--- config.mk ---
export PLATFORM = sky130hd
export DESIGN_NAME = speed_actuator
export DESIGN_NICKNAME = d
export VERILOG_FILES = /design/src/rtl/cruise_pkg.sv /design/src/rtl/tick_divider.sv /design/src/rtl/speed_actuator.sv
export SDC_FILE = /design/constraint.sdc
export NUM_CORES = 1
export LEC_CHECK = 0
export CORE_MARGIN = 2
export CORE_UTILIZATION = 40
export DETAILED_ROUTE_END_ITERATION = 6
export DONT_BUFFER_PORTS = 1
export HOLD_SLACK_MARGIN = 0.1
export PLACE_DENSITY = 0.63
export REMOVE_ABC_BUFFERS = 1
export SLEW_MARGIN = 25
export SYNTH_ARGS = -nofsm -noshare
export SYNTH_HDL_FRONTEND = slang
export SYNTH_SLANG_ARGS = --single-unit
export TNS_END_PERCENT = 5
--- constraint.sdc ---
create_clock -name clock -period 4.1 [get_ports clock]
set_input_delay 0.615 -clock clock [delete_from_list [all_inputs] [get_ports clock]]
set_output_delay 0.615 -clock clock [all_outputs]
set_load 0.05 [all_outputs]
--- src/rtl/cruise_pkg.sv ---
// rtl/cruise_pkg.sv - shared cruise-loop types and defaults
package cruise_pkg;

  localparam int SPEED_W           = 8;
  localparam int MAX_SPEED_DEFAULT = 200;

  typedef enum logic [1:0] {
    ST_IDLE  = 2'd0,
    ST_ACCEL = 2'd1,
    ST_COAST = 2'd2,
    ST_BRAKE = 2'd3
  } act_state_t;

endpackage

--- src/rtl/tick_divider.sv ---
// rtl/tick_divider.sv - free-running 0..TICK_DIV-1 counter with terminal-count tick
module tick_divider #(
  parameter int TICK_DIV = 4
) (
  input  logic clock,
  input  logic reset,
  input  logic clear,
  output logic tick
);

  localparam int CW = (TICK_DIV > 2) ? $clog2(TICK_DIV) : 1;
  localparam logic [CW-1:0] LAST = CW'(TICK_DIV - 1);

  logic [CW-1:0] cnt;

  assign tick = (cnt == LAST);

  always_ff @(posedge clock) begin
    if (reset || clear) begin
      cnt <= '0;
    end else if (cnt == LAST) begin
      cnt <= '0;
    end else begin
      cnt <= cnt + 1'b1;
    end
  end

endmodule

--- src/rtl/speed_actuator.sv ---
// rtl/speed_actuator.sv - rate-limited speed plant; optional SPEED_ACT_JERK_LIMIT_EN ramps the throttle step
module speed_actuator
  import cruise_pkg::*;
#(
  parameter int SPEED_W    = cruise_pkg::SPEED_W,
  parameter int MAX_SPEED  = cruise_pkg::MAX_SPEED_DEFAULT,
  parameter int TICK_DIV   = 4,
  parameter int BRAKE_STEP = 4,
  parameter int COAST_STEP = 1
) (
  input  logic               clock,
  input  logic               reset,
  input  logic               tormoz,
  input  logic [2:0]         pashesh,
  input  logic               load,
  input  logic [SPEED_W-1:0] load_speed,
  output logic [SPEED_W-1:0] vfelinew,
  output logic [1:0]         act_state,
  output logic               tick,
  output logic               at_max,
  output logic               stopped
);

  localparam logic [SPEED_W:0] MAX_X   = MAX_SPEED[SPEED_W:0];
  localparam logic [SPEED_W:0] BRAKE_X = BRAKE_STEP[SPEED_W:0];
  localparam logic [SPEED_W:0] COAST_X = COAST_STEP[SPEED_W:0];

  logic [SPEED_W-1:0] speed;
  act_state_t         state;
  logic               tick_i;
  logic [2:0]         step;
  logic [SPEED_W:0]   sum;
  logic [SPEED_W-1:0] next_speed;
  logic [SPEED_W-1:0] load_val;

  tick_divider #(.TICK_DIV(TICK_DIV)) u_tick_divider (
    .clock (clock),
    .reset (reset),
    .clear (load),
    .tick  (tick_i)
  );

`ifdef SPEED_ACT_JERK_LIMIT_EN
  logic [2:0] step_reg;

  // Step climbs one unit per tick toward the throttle, but follows it down at once.
  always_comb begin
    step = (pashesh <= step_reg) ? pashesh : step_reg + 3'd1;
  end

  always_ff @(posedge clock) begin
    if (reset || load || state != ST_ACCEL) begin
      step_reg <= '0;
    end else if (tick_i) begin
      step_reg <= step;
    end else if (pashesh < step_reg) begin
      step_reg <= pashesh;
    end
  end
`else
  assign step = pashesh;
`endif

  assign sum      = {1'b0, speed} + {{(SPEED_W-2){1'b0}}, step};
  assign load_val = ({1'b0, load_speed} > MAX_X) ? MAX_X[SPEED_W-1:0] : load_speed;

  always_comb begin
    next_speed = speed;
    case (state)
      ST_ACCEL: next_speed = (sum > MAX_X) ? MAX_X[SPEED_W-1:0] : sum[SPEED_W-1:0];
      ST_BRAKE: next_speed = ({1'b0, speed} > BRAKE_X) ? speed - BRAKE_X[SPEED_W-1:0] : '0;
      ST_COAST: next_speed = ({1'b0, speed} > COAST_X) ? speed - COAST_X[SPEED_W-1:0] : '0;
      default:  next_speed = speed;
    endcase
  end

  // Speed updates use the state already registered, so inputs act one cycle later.
  always_ff @(posedge clock) begin
    if (reset) begin
      speed <= '0;
      state <= ST_IDLE;
    end else if (load) begin
      speed <= load_val;
    end else begin
      if (tick_i) begin
        speed <= next_speed;
      end
      if (tormoz) begin
        state <= ST_BRAKE;
      end else if (pashesh != 3'd0) begin
        state <= ST_ACCEL;
      end else if (speed != '0) begin
        state <= ST_COAST;
      end else begin
        state <= ST_IDLE;
      end
    end
  end

  assign vfelinew  = speed;
  assign act_state = state;
  assign tick      = tick_i;
  assign at_max    = (speed == MAX_X[SPEED_W-1:0]);
  assign stopped   = (speed == '0);

endmodule
==> results.sh <==
export IMPL_critPathSlowestCell="or4_1"
export IMPL_fin_setup_tns_ns=0
export IMPL_postCtsHoldBufs=0
export IMPL_worstPathCellList="or4_1 > nor2_1"
export IMPL_swShare=0.463
export IMPL_synthFlopType="dfxtp_1"
export IMPL_worst_slack_ns=0.968
export IMPL_clk_pin_slew_ns=0.09
export IMPL_synth_cells=179
export IMPL_peakVddDrop_uv=116
export IMPL_wl_um=3880
export IMPL_cts_tree="yes"
export IMPL_fin_cells=221
export IMPL_p_int_uw=222
export IMPL_pwr_share_comb=0.439
export IMPL_final_common_cell="a21oi_1"
export IMPL_status="finished, final reports clean"
export IMPL_grt_max_degree=22
export IMPL_row_count=20
export IMPL_drt_first_pass_iters=4
export IMPL_switchingPower_uw=192
export IMPL_critPathCaptureType="output port"
export IMPL_drive_gt1_frac=0.0904
export IMPL_cts_setup_buffers=0
export IMPL_hpwl_um=2880
export IMPL_muxShareOfSynthArea=0.00760
export IMPL_synthSimpleGateAreaFrac=0.233
export IMPL_clock_root_buffer="clkbuf_4"
export IMPL_worstPathArrival_ns=2.52
export IMPL_grt_pass1_wl_um=6420
export IMPL_synth_top_family_by_area="compound AO/OA/AOI/OAI gates"
export IMPL_yosysWarnings=0
export IMPL_antenna_found_initial=0
export IMPL_path_max_fanout=15
export IMPL_drtAntennaViolNets=0
export IMPL_hold_path_class="in2reg"
export IMPL_gp_congestion=0.884
export IMPL_die_width_um=61.4
export IMPL_skew_ns=0.00720
export IMPL_cts_made_buffers=3
export IMPL_ctsHtreeMaxLevel=1
export IMPL_io_pins=28
export IMPL_synth_edf_count=0
export IMPL_worst_pin_slew_ns=0.948
export IMPL_rsz0062_at_grt="no"
export IMPL_clock_latency_ns=0.28
export IMPL_numPortBuffers=0
export IMPL_power_density_nw_per_um2=296
export IMPL_fmax_mhz=319
export IMPL_path_class="reg2out"
export IMPL_critPathTopFamily="simple AND/OR/NAND/NOR gates"
export IMPL_cp_start_kind="flip-flop"
export IMPL_post_route_min_period_ns=3.13
export IMPL_synth_top_area_cell="dfxtp_1"
export IMPL_synth_compound_area_frac=0.352
export IMPL_ctsResizeCount=0
export IMPL_ys_ff_latch=12
export IMPL_syn_area_um2=1320
export IMPL_cts_sinks=12
export IMPL_grt_use_total=0.232
export IMPL_synthAdderAreaFrac=0.110
export IMPL_seqPwrFrac=0.371
export IMPL_start_util=0.425
export IMPL_vias_per_cell=6.30
export IMPL_ys_seq_area_frac=0.182
export IMPL_drt_iter0_drc=95
export IMPL_place_inst=218
export IMPL_core_area_um2=3100
export IMPL_worstPathRequired_ns=3.48
export IMPL_critical_path_max_stage_delay_ns=0.82
export IMPL_clockBufferDepth=2
export IMPL_period_share=0.764
export IMPL_grt_overflow_total=0
export IMPL_setup_violations=0
export IMPL_grt_pass1_vias=1307
export IMPL_diodes=0
export IMPL_fillers=321
export IMPL_pwr_share_clk=0.190
export IMPL_async_reset_ff_frac=0
export IMPL_synth_top_area_frac=0.182
export IMPL_dieHeight_um=61.4
export IMPL_synthToLayoutAreaGrowth_pct=6.08
export IMPL_place_worst_setup_slack_ns=1.27
export IMPL_power_leakage_uw=0.000516
export IMPL_syn_area_per_cell_um2=7.36
export IMPL_nNetsFinal=205
export IMPL_final_cell_mix="a21oi_1, nand2_1, nor2_1, dfxtp_1, inv_1"
export IMPL_drc=0
export IMPL_num_vias=1393
export IMPL_hold_viol=0
export IMPL_synthXorXnorAreaFrac=0.0465
export IMPL_max_slew_margin=0.367
export IMPL_wl_per_cell_um=17.6
export IMPL_fin_hold_ws_ns=0.394
export IMPL_slew_violations=0
export IMPL_synth_cell_types=50
export IMPL_path_buf_inv=0
export IMPL_max_cap_viol_count=0
export IMPL_synth_area_leaders="dfxtp_1, ha_1, a21oi_1"
export IMPL_die_area_um2=3770
-- cells in the mapped netlist, drive strengths merged, types with 3 or more instances --
cell type,instances
buf,6
inv,11
xnor2,4
ha,10
a221oi,6
nand2,13
nor4,4
clkbuf,5
o211ai,6
a21oi,16
nor2,13
a31oi,4
xor2,3
o21ai,12
dfxtp,12
a211oi,4
nand3,9
nor3,10
-- layout make-up --
type | instances | area (um^2) | area share
Inverter | 11 | 41.3 | 0.0295
Multi-Input combinational cell | 145 | 993 | 0.711
Timing Repair Buffer | 6 | 45.0 | 0.0322
Tap cell | 44 | 55.1 | 0.0394
Sequential cell | 12 | 240 | 0.172
Clock buffer | 3 | 22.5 | 0.0161
-- layer usage --
layer  wire, um  GRT usage
met3        292     0.0609
met4         68     0.0699
met5          0          0
met1       1770      0.325
met2       1750      0.353
-- power groups by stage --
stage          Clock, uW  Combinational, uW  Sequential [uW]
2_1_floorplan          0                120              174
3_3_place_gp           0                175              155
3_5_place_dp           0                178              156
4_1_cts             80.0                179              153
5_1_grt             85.6                201              156
6_report            78.6                182              154
-- per-stage QoR --
step	total power [uW]	area [um^2]	util
after floorplan	294	1270	-
after global placement	330	1380	0.443
after detailed placement	334	1380	0.443
after CTS	413	1400	0.450
after global routing	442	1400	0.450
final	414	1400	0.450
-- sequential cells by signal, indices dropped and copies added (netlist names) --
signal,flops
act_state,2
vfelinew,8
u_tick_divider.cnt,2
-- cells by family (layout without fill, tap and decap cells) --
| logic type | Yosys count | count (layout) |
|---|---|---|
| buf+inv | 22 | 20 |
| mux | 1 | 1 |
| xor+xnor | 7 | 7 |
| simple gates | 61 | 61 |
| flops | 12 | 12 |
| fa+ha+maj | 11 | 11 |
| compound gates | 65 | 65 |
-- final timing paths --
| path | from | end | slack (ns) | cells after the start |
|---|---|---|---|---|
| worst min-delay path | reset | u_tick_divider.cnt[0] | 0.39 | 1 |
| worst max register to register | vfelinew[2] | vfelinew[5] | 1.26 | 8 |
| worst min register to register | u_tick_divider.cnt[0] | u_tick_divider.cnt[0] | 0.43 | 1 |
| worst max-delay path | vfelinew[4] | stopped | 0.97 | 2 |
(Power assumes the default switching activity.)
